[config.mk]
export PLATFORM = sky130hd
export DESIGN_NAME = ft245_ctrl
export DESIGN_NICKNAME = d
export VERILOG_FILES = /design/src/rtl/ft245_ctrl.sv
export SDC_FILE = /design/constraint.sdc
export NUM_CORES = 1
export LEC_CHECK = 0
export CAP_MARGIN = 10
export CORE_AREA = 5 5 63 65
export DETAILED_ROUTE_END_ITERATION = 12
export DIE_AREA = 0 0 68 70
export GPL_ROUTABILITY_DRIVEN = 0
export GPL_TIMING_DRIVEN = 0
export PLACE_DENSITY_LB_ADDON = 0.2
export SLEW_MARGIN = 20
export SYNTH_ARGS = -nofsm -noshare
export SYNTH_HDL_FRONTEND = slang
export SYNTH_SLANG_ARGS = --single-unit
[constraint.sdc]
create_clock -name clk -period 2.5 [get_ports clk]
set_input_delay 0.5 -clock clk [delete_from_list [all_inputs] [get_ports clk]]
set_output_delay 0.5 -clock clk [all_outputs]
set_load 0.02 [all_outputs]
[src/rtl/ft245_ctrl.sv]
// Sequencing controller for an FT245-style parallel USB FIFO bus: times rd/wr strobes and
// output enable, and arbitrates receive vs transmit. Define FT245_CTRL_FAIR_EN for round-robin.
module ft245_ctrl #(
  parameter int unsigned RD_CYCLES  = 4,
  parameter int unsigned WR_SETUP   = 1,
  parameter int unsigned WR_CYCLES  = 3,
  parameter int unsigned GAP_CYCLES = 4
) (
  input  logic       clk,
  input  logic       rst_n,
  input  logic       rxf_n,
  input  logic       txe_n,
  input  logic [7:0] bus_rdata,
  output logic [7:0] bus_wdata,
  output logic       bus_oe,
  output logic       bus_rd,
  output logic       bus_wr,
  output logic [7:0] rx_data,
  output logic       rx_valid,
  input  logic       rx_ready,
  input  logic [7:0] tx_data,
  input  logic       tx_valid,
  output logic       tx_ready
);

  typedef enum logic [2:0] {
    S_IDLE,
    S_RD,
    S_WR_SETUP,
    S_WR_PULSE,
    S_WR_HOLD,
    S_GAP
  } state_t;

  // Counter load values: each state lasts (load + 1) cycles.
  localparam logic [3:0] RD_LOAD  = 4'(RD_CYCLES - 1);
  localparam logic [3:0] WS_LOAD  = 4'(WR_SETUP - 1);
  localparam logic [3:0] WC_LOAD  = 4'(WR_CYCLES - 1);
  localparam logic [3:0] GAP_LOAD = 4'(GAP_CYCLES - 1);

  state_t     state, state_nxt;
  logic [3:0] cnt, cnt_nxt;
  logic       rd_nxt, wr_nxt, oe_nxt, capture;
  logic       rx_elig, tx_elig, grant_rx, grant_tx;

  assign rx_elig = !rxf_n && !rx_valid;
  assign tx_elig = !txe_n && tx_valid;

`ifdef FT245_CTRL_FAIR_EN
  logic last_tx;  // 1 = most recent transfer was a write
  assign grant_rx = (state == S_IDLE) && rx_elig && (!tx_elig || last_tx);
`else
  assign grant_rx = (state == S_IDLE) && rx_elig;
`endif
  assign grant_tx = (state == S_IDLE) && tx_elig && !grant_rx;

  // Gated by rst_n so no byte is reported as accepted while the controller is held in reset.
  assign tx_ready = rst_n && grant_tx;

  always_comb begin
    // NOTE: every signal gets a default before the case so no path can infer a latch.
    state_nxt = state;
    cnt_nxt   = cnt;
    rd_nxt    = 1'b0;
    wr_nxt    = 1'b0;
    oe_nxt    = 1'b0;
    capture   = 1'b0;
    case (state)
      S_IDLE: begin
        if (grant_rx) begin
          state_nxt = S_RD;
          cnt_nxt   = RD_LOAD;
          rd_nxt    = 1'b1;
        end else if (grant_tx) begin
          state_nxt = S_WR_SETUP;
          cnt_nxt   = WS_LOAD;
          oe_nxt    = 1'b1;
        end
      end
      S_RD: begin
        if (cnt == 4'd0) begin
          state_nxt = S_GAP;
          cnt_nxt   = GAP_LOAD;
          capture   = 1'b1;
        end else begin
          cnt_nxt = cnt - 4'd1;
          rd_nxt  = 1'b1;
        end
      end
      S_WR_SETUP: begin
        oe_nxt = 1'b1;
        if (cnt == 4'd0) begin
          state_nxt = S_WR_PULSE;
          cnt_nxt   = WC_LOAD;
          wr_nxt    = 1'b1;
        end else begin
          cnt_nxt = cnt - 4'd1;
        end
      end
      S_WR_PULSE: begin
        oe_nxt = 1'b1;
        if (cnt == 4'd0) begin
          state_nxt = S_WR_HOLD;
          cnt_nxt   = 4'd0;
        end else begin
          cnt_nxt = cnt - 4'd1;
          wr_nxt  = 1'b1;
        end
      end
      S_WR_HOLD: begin
        state_nxt = S_GAP;
        cnt_nxt   = GAP_LOAD;
      end
      S_GAP: begin
        if (cnt == 4'd0) state_nxt = S_IDLE;
        else             cnt_nxt   = cnt - 4'd1;
      end
      default: begin
        state_nxt = S_IDLE;
        cnt_nxt   = 4'd0;
      end
    endcase
  end

  // NOTE: sequential state uses non-blocking assignments so every register samples pre-edge values.
  always_ff @(posedge clk or negedge rst_n) begin
    if (!rst_n) begin
      state     <= S_IDLE;
      cnt       <= 4'd0;
      bus_rd    <= 1'b0;
      bus_wr    <= 1'b0;
      bus_oe    <= 1'b0;
      bus_wdata <= 8'h00;
      rx_data   <= 8'h00;
      rx_valid  <= 1'b0;
    end else begin
      state  <= state_nxt;
      cnt    <= cnt_nxt;
      bus_rd <= rd_nxt;
      bus_wr <= wr_nxt;
      bus_oe <= oe_nxt;
      if (grant_tx) bus_wdata <= tx_data;
      if (capture) begin
        rx_data  <= bus_rdata;
        rx_valid <= 1'b1;
      end else if (rx_valid && rx_ready) begin
        rx_valid <= 1'b0;
      end
    end
  end

`ifdef FT245_CTRL_FAIR_EN
  always_ff @(posedge clk or negedge rst_n) begin
    if (!rst_n)        last_tx <= 1'b1;
    else if (grant_rx) last_tx <= 1'b0;
    else if (grant_tx) last_tx <= 1'b1;
  end
`endif

endmodule

==> results.yml, run 1 <==
detailed_routing:
  drc: 0
  dr.pass1.iters: 4
  drtAntennaViolNets: 0
  routed_wl_um: 2680
  drt_iter0_markers: 18
  routedWlPerCell_um: 13.6
  num_vias: 936
  viasPerCell: 4.78
run:
  max-cap-violations: 0
global_routing:
  antenna_found_initial: 0
  grt_pass1_vias: 973
  track_usage_pct: 12.0
  grt_overflow: 0
  grt_max_degree: 29
  grt_pass1_wl_um: 4370
sta:
  fin_crit_sh_pct: 93.4
  fmax_ghz: 0.428
  finalSetupTns_ns: 0
  min_period_ns: 2.34
  finalSetupViolations: 0
  finalHoldViolations: 0
  finClkSkew_ns: 0.00131
  layout_setup_ws_ns: 0.164
  rsz0062_at_grt: "false"
  relSlewSlack_pct: 59.6
  hold_slack_ns: 0.146
  worst_pin_slew_ns: 0.605
  finalMaxSlewViolations: 0
floorplan:
  fp.dieH_um: 70
  initial_core_util_pct: 39.2
  die_area_sq_um: 4760
  rows: 21
  ioPinCount: 43
  dieWidth_um: 68
  core_sq_um: 3280
power_and_ir_drop:
  p_leak_nw: 0.777
  p_per_area_nw_per_um2: 1080
  vdd_drop_max_uv: 478
clocking:
  h-tree-depth: 1
  clk_pin_slew_ns: 0.15
  clk_latency_ns: 0.33
  clockRootBuffer: "clkbuf_4"
  clockBufferDepth: 2
  cts_tree: "yes"
  numCtsBuffers: 3
  clock_sinks: 27
yosys:
  synth.net_count: 127
  ys_ff_latch: 27
  synth.area.top_cells: "dfrtp_1, mux2_2, ha_1, nand2b_1, a21boi_0"
  synth_edf_count: 0
  ys.flop_type: "dfrtp_1"
  syn-instance-count: 103
  synth.avg_cell_area_sq_um: 12.5
  yosysTopAreaCellShare_pct: 52.5
  synth.yosys.warnings: 0
  netlist_area_sq_um: 1290
  synth_top_area_cell: "dfrtp_1"
  synth_async_sr_flop_share_pct: 100
  seq_area_frac_synth_pct: 52.5
  ys_types: 36
worst_setup_path:
  reg2regPathDepth: 6
  required_ns: 2.00
  critPathMaxFanout: 4
  critPathLaunchType: "input pin"
  cp_cell_sequence: "clkdlybuf4s50_1, o21ba_4, nand2_2, nor2_4, and2_1, dlygate4sd2_1"
  worstReg2RegStart: "cnt[0]"
  slowest_delay_ns: 0.50
  crit_path_start: "rxf_n"
  r2r-end: "cnt[1]"
  end_kind: "output pin"
  rrSetupSlack_ns: 0.69
  crit_type: "input pin to output pin"
  worst-path-buf-inv: 2
  critPathSlowestCell: "clkdlybuf4s50_1"
  crit_arrival_ns: 1.84
  critPathTopFamily: "buffers and inverters"
finish:
  drive_gt1_share_pct: 21.3
  antenna_cells: 0
  final_nets: 175
  layout_common_cells: "clkdlybuf4s50_1, dfrtp_1, mux2_2"
  syn_to_final_growth_pct: 39.6
  layout_commonest_cell: "clkdlybuf4s50_1"
place:
  preCtsSetupSlack_ns: -0.312
  dp_hpwl_um: 2030
  io_buffers: 42
status:
  outcome: "finished clean"
hold_path:
  hold_class: "input pin to asynchronous set/reset pin"
-- cells in the mapped netlist, types with 3 or more instances --
library cell / count
nand2b_1: 4
mux2_2: 16
inv_1: 5
nand2_1: 5
a21boi_0: 3
dfrtp_1: 27
nand3_1: 3
o21ai_0: 4
-- worst register-to-register path: cells and delay by family (launching register included) --
| kind | cells | cell delay [ns] |
|---|---|---|
| AO/OA/AOI/OAI | 2 | 0.39 |
| adder cells (fa/ha/maj) | 1 | 0.20 |
| buffers and inverters | 1 | 0.13 |
| flip-flops | 1 | 0.42 |
| AND/OR/NAND/NOR | 2 | 0.62 |
-- registers in the layout, summed over array words and instances, names as in the netlist --
name and cells:
bus_wdata 8, bus_oe 1, state 3, bus_rd 1, rx_valid 1, bus_wr 1, rx_data 8, cnt 4
-- metal layers --
metal | wire [um] | global-route usage (%)
met1 | 1200 | 15.1
met3 | 229 | 4.01
met2 | 1220 | 18.8
met4 | 20 | 4.42
met5 | 0 | 0
-- stage by stage --
step           power [mW]  utilization [%]  cell area (sq um)  cells
6_report             1.94             54.7               1800    196
3_5_place_dp         1.77             53.6               1760    191
2_1_floorplan        1.36                -               1290    103
3_3_place_gp         1.74             53.7               1760    191
4_1_cts              1.97             54.7               1800    196
5_1_grt              2.08             54.7               1800    196
-- report_power, final --
part	internal [mW]	switching, mW
sequential	0.609	0.0991
combinational	0.540	0.494
clock	0.0614	0.138
-- cells by family (layout without fill, tap and decap cells) --
| kind of cell | count (synthesis) | after routing | share of synthesized area [%] |
|---|---|---|---|
| muxes | 17 | 17 | 14.8 |
| and+or+nand+nor | 26 | 26 | 13.9 |
| adders and majority gates | 2 | 2 | 1.95 |
| DFF | 27 | 27 | 52.5 |
| buffers and inverters | 8 | 55 | 3.11 |
| xor gates and xnor gates | 1 | 1 | 0.681 |
| AOI/OAI and AO/OA | 22 | 22 | 13.0 |
-- final cells by class --
class	instances	area, sq um
clock buffers	3	22.5
clock inverters	1	7.51
inverters	5	18.8
multi-input cells	68	571
repair buffers	43	422
flip-flops and latches	27	676
well taps	46	57.6
fillers	286	1490
plain buffers	3	21.3
-- how the worst max path moves through the flow --
stage,end,slack [ns],cells after the start
floorplan,tx_ready,0.72,5
global placement,tx_ready,-0.69,3
detailed placement,tx_ready,-0.31,6
CTS,tx_ready,0.16,6
global route,tx_ready,0.11,6
finish,tx_ready,0.16,6
-- timing repair --
action,CTS,global route
endpoints found under the hold margin,0,0
endpoints found under the setup margin,1,0
hold buffers,0,0
resized for setup,1,0
buffers inserted,1,0
No activity file was read; power rests on OpenSTA's default activity.
==> run 2, diff against run 1 <==
--- a/config.mk
+++ b/config.mk
@@ -6,9 +6,9 @@
 export NUM_CORES = 1
 export LEC_CHECK = 0
 export CAP_MARGIN = 10
-export CORE_AREA = 5 5 63 65
+export CORE_AREA = 2 2 60 62
 export DETAILED_ROUTE_END_ITERATION = 12
-export DIE_AREA = 0 0 68 70
+export DIE_AREA = 0 0 62 64
 export GPL_ROUTABILITY_DRIVEN = 0
 export GPL_TIMING_DRIVEN = 0
 export PLACE_DENSITY_LB_ADDON = 0.2
==> run 2 against run 1 <==
Against the previous run:
- global-route usage up 1.8 points
- largest cell class unchanged
- fmax up 1.3%
- highest routed layer unchanged
- first-iteration DRC count rose to 2.7 times the previous value
- critical path depth unchanged
- clock power down 13%
- clock-buffer cell count up 1
- combinational power about the same
- largest power group unchanged
==> results.yml, run 2 (same netlist as run 1, synthesis figures left out) <==
worst_setup_path:
  worst-path-buf-inv: 2
  crit_type: "input pin to output pin"
  critPathTopFamily: "buffers and inverters"
  rrSetupSlack_ns: 0.73
  required_ns: 2.00
  cp_cell_sequence: "clkdlybuf4s50_1, o21ba_4, nand2_2, nor2_4, and2_1, dlygate4sd2_1"
  crit_arrival_ns: 1.80
  crit_path_start: "rxf_n"
  end_kind: "output pin"
  critPathLaunchType: "input pin"
  worstReg2RegStart: "cnt[0]"
  reg2regPathDepth: 5
  slowest_delay_ns: 0.49
  critPathMaxFanout: 4
  critPathSlowestCell: "clkdlybuf4s50_1"
  r2r-end: "rx_data[3]"
sta:
  fmax_ghz: 0.434
  finalHoldViolations: 0
  finalMaxSlewViolations: 0
  hold_slack_ns: 0.171
  relSlewSlack_pct: 60.9
  finalSetupTns_ns: 0
  layout_setup_ws_ns: 0.195
  fin_crit_sh_pct: 92.2
  finalSetupViolations: 0
  rsz0062_at_grt: "false"
  min_period_ns: 2.30
  finClkSkew_ns: 0.00956
  worst_pin_slew_ns: 0.587
clocking:
  h-tree-depth: 1
  clockBufferDepth: 2
  clk_latency_ns: 0.31
  clk_pin_slew_ns: 0.13
  clock_sinks: 27
  cts_tree: "yes"
  numCtsBuffers: 3
  cts_hold_buf: 0
  clockRootBuffer: "clkbuf_4"
detailed_routing:
  routedWlPerCell_um: 12.6
  routed.top_layer: "met4"
  met2_wirelength_um: 1160
  drtAntennaViolNets: 0
  dr.pass1.iters: 5
  drc: 0
  routed_wl_um: 2480
  route.met3.wl_um: 175
  num_vias: 953
  met1_length_um: 1110
  viasPerCell: 4.86
  drt_iter0_markers: 48
finish:
  final_nets: 175
  drive_gt1_share_pct: 20.7
  fin_area_sq_um: 1790
  top_regs: "bus_wdata (8), rx_data (8), cnt (4)"
  layout_common_cells: "clkdlybuf4s50_1, dfrtp_1, mux2_2"
  layout_commonest_cell: "clkdlybuf4s50_1"
  fill_cells: 294
  syn_to_final_growth_pct: 39.3
  antenna_cells: 0
floorplan:
  die_area_sq_um: 3970
  core_sq_um: 3280
  ioPinCount: 43
  dieWidth_um: 62
  initial_core_util_pct: 39.2
  rows: 21
  fp.dieH_um: 64
place:
  placed_cell_area_sq_um: 1760
  dp_hpwl_um: 1920
  preCtsSetupSlack_ns: -0.293
  io_buffers: 42
hold_path:
  hold_class: "input pin to asynchronous set/reset pin"
power_and_ir_drop:
  p_per_area_nw_per_um2: 1070
  seqPwrFrac_pct: 37.1
  switching_power_mw: 0.710
  p_leak_nw: 0.778
  p_int_mw: 1.21
  pwr-share-clk_pct: 9.1
  switching_share_pct: 37.0
  vdd_drop_max_uv: 398
  pwr-share-comb_pct: 53.8
run:
  max-cap-violations: 0
global_routing:
  track_usage_pct: 13.8
  grt_pass1_wl_um: 4180
  antenna_found_initial: 0
  grt_overflow: 0
  grt_max_degree: 29
  grt_pass1_vias: 964
status:
  outcome: "finished clean"
-- run 2: cell type report --
class	count	area, sq um	area share [%]
Buffer	3	21.3	1.19
Tap cell	46	57.6	3.21
Inverter	5	18.8	1.05
Sequential cell	27	676	37.7
Timing Repair Buffer	43	422	23.5
Multi-Input combinational cell	68	571	31.8
Clock buffer	4	26.3	1.47
-- run 2: timing repair --
action | in CTS | in global routing
setup buffers | 1 | 0
endpoints found under the setup margin | 1 | 0
gates resized for setup | 1 | 0
-- run 2: worst max-delay path by stage --
stage | end | slack (ns) | depth (start not counted)
after floorplan | tx_ready | 0.72 | 5
after global placement | tx_ready | -0.69 | 3
after detailed placement | tx_ready | -0.29 | 6
after CTS | tx_ready | 0.19 | 6
after global routing | tx_ready | 0.12 | 6
final | tx_ready | 0.20 | 6
-- run 2: power by group through the flow --
stage / Sequential (mW) / Clock (mW) / Combinational, mW
after floorplan: 0.869 / 0 / 0.495
after global placement: 0.713 / 0 / 1.01
after detailed placement: 0.723 / 0 / 1.04
after CTS: 0.712 / 0.187 / 1.04
after global routing: 0.735 / 0.209 / 1.12
final: 0.712 / 0.175 / 1.03
-- run 2: routing by layer --
layer | vias up | global-route usage (%)
met3 | 2 | 1.42
met2 | 38 | 22.3
met4 | 0 | 6.38
li1 | 463 | -
met1 | 450 | 18.1
met5 | - | 0
-- run 2: through the flow --
step,util [%],total power [mW],cells
floorplan,-,1.36,103
global placement,53.7,1.73,191
global route,54.6,2.07,196
detailed placement,53.6,1.76,191
finish,54.6,1.92,196
CTS,54.6,1.94,196
==> run 3, diff against run 2 <==
--- a/config.mk
+++ b/config.mk
@@ -11,7 +11,7 @@
 export DIE_AREA = 0 0 62 64
 export GPL_ROUTABILITY_DRIVEN = 0
 export GPL_TIMING_DRIVEN = 0
-export PLACE_DENSITY_LB_ADDON = 0.2
+export PLACE_DENSITY = 0.74
 export SLEW_MARGIN = 20
 export SYNTH_ARGS = -nofsm -noshare
 export SYNTH_HDL_FRONTEND = slang
==> run 3 against run 2 <==
Against the previous run:
- via count is 0.84% lower
- clock skew is 0.0082 ns lower
- critical path type unchanged
- largest power group unchanged
- worst hold slack worse by 0.014 ns
- sequential share of layout area hardly changed
- design area hardly changed
- core utilization hardly changed
==> results.yml, run 3 (same netlist as run 1, synthesis figures left out) <==
detailed_routing:
  drt_iter0_markers: 25
  dr.pass1.iters: 4
  viasPerCell: 4.82
  num_vias: 945
  routedWlPerCell_um: 12.8
  drtAntennaViolNets: 0
  routed_wl_um: 2500
  drc: 0
clocking:
  clockBufferDepth: 2
  clock_sinks: 27
  cts_hold_buf: 0
  h-tree-depth: 1
  clk_latency_ns: 0.32
  clk_pin_slew_ns: 0.14
  numCtsBuffers: 3
  cts_tree: "yes"
  clockRootBuffer: "clkbuf_4"
sta:
  finClkSkew_ns: 0.00131
  layout_setup_ws_ns: 0.184
  worst_pin_slew_ns: 0.591
  fin_crit_sh_pct: 92.6
  min_period_ns: 2.32
  finalHoldViolations: 0
  hold_slack_ns: 0.157
  rsz0062_at_grt: "false"
  relSlewSlack_pct: 60.6
  fmax_ghz: 0.432
  finalSetupViolations: 0
  finalMaxSlewViolations: 0
  finalSetupTns_ns: 0
global_routing:
  grt_pass1_wl_um: 4000
  grt_max_degree: 29
  antenna_found_initial: 0
  gr-usage-met1_pct: 15.9
  use_met3_pct: 2.63
  grt_pass1_vias: 881
  track_usage_pct: 13.4
  top_usage_layer: "met2"
  grt_overflow: 0
  gr-usage-met2_pct: 22.1
floorplan:
  fp.dieH_um: 64
  dieWidth_um: 62
  core_sq_um: 3280
  initial_core_util_pct: 39.2
  rows: 21
  die_area_sq_um: 3970
  ioPinCount: 43
finish:
  drive_gt1_share_pct: 21.3
  fill_cells: 298
  top_regs: "bus_wdata (8), rx_data (8), cnt (4)"
  layout_commonest_cell: "clkdlybuf4s50_1"
  layout_common_cells: "clkdlybuf4s50_1, dfrtp_1, mux2_2"
  antenna_cells: 0
  syn_to_final_growth_pct: 39.4
  final_nets: 175
  postLayoutCoreUtil_pct: 54.6
worst_setup_path:
  worstSetupEndpoint: "tx_ready"
  required_ns: 2.00
  crit_type: "input pin to output pin"
  reg2regPathDepth: 5
  critPathLaunchType: "input pin"
  end_kind: "output pin"
  r2r-end: "rx_data[5]"
  critPathMaxFanout: 4
  crit_arrival_ns: 1.82
  rrSetupSlack_ns: 0.69
  crit_path_start: "rxf_n"
  worstReg2RegStart: "cnt[0]"
power_and_ir_drop:
  p_per_area_nw_per_um2: 1070
  vdd_drop_max_uv: 353
  p_leak_nw: 0.781
status:
  outcome: "finished clean"
place:
  io_buffers: 42
  dp_hpwl_um: 1940
  preCtsSetupSlack_ns: -0.281
hold_path:
  hold_class: "input pin to asynchronous set/reset pin"
run:
  max-cap-violations: 0
==> run 3: timing repair <==
item,in CTS,in global routing
endpoints found under the setup margin,1,0
buffers inserted,1,0
gates resized for setup,1,0
==> run 3: worst min-delay path by stage <==
stage / end / slack, ns
after CTS: bus_wdata[0] / 0.17
after floorplan: bus_oe / 0.20
after detailed placement: rx_data[6] / 0.49
final: bus_wdata[0] / 0.16
after global routing: bus_wdata[5] / 0.19
after global placement: rx_data[1] / 0.49
==> run 3: routing by layer <==
| metal | routed length, um | vias up |
|---|---|---|
| met2 | 1240 | 29 |
| li1 | - | 464 |
| met1 | 1060 | 450 |
| met3 | 171 | 2 |
| met4 | 27 | 0 |
| met5 | 0 | - |
==> run 3: cell type report <==
cell class                      instances  area (sq um)  area share (%)
Buffer                                  3          21.3            1.19
Sequential cell                        27           676            37.7
Multi-Input combinational cell         68           571            31.8
Clock buffer                            3          22.5            1.26
Inverter                                5          18.8            1.05
Tap cell                               46          57.6            3.21
Clock inverter                          1          5.00           0.279
Timing Repair Buffer                   43           422            23.5
==> run 3: worst max-delay path: stages <==
cell and delay [ns]:
clkdlybuf4s50_1 0.48, o21ba_4 0.17, nand2_2 0.10, nor2_4 0.11, and2_1 0.12, dlygate4sd2_1 0.32
==> run 3: power breakdown <==
group	total, mW	switching [mW]	leakage, nW	internal [mW]
clock	0.185	0.125	0.0177	0.0599
combinational	1.03	0.489	0.425	0.537
sequential	0.712	0.103	0.338	0.609
total	1.92	0.717	0.781	1.21
==> run 3: per-stage QoR <==
step | cells | area (sq um) | power [mW]
global placement | 191 | 1760 | 1.73
floorplan | 103 | 1290 | 1.36
CTS | 196 | 1790 | 1.95
detailed placement | 191 | 1760 | 1.76
finish | 196 | 1790 | 1.92
global route | 196 | 1790 | 2.08
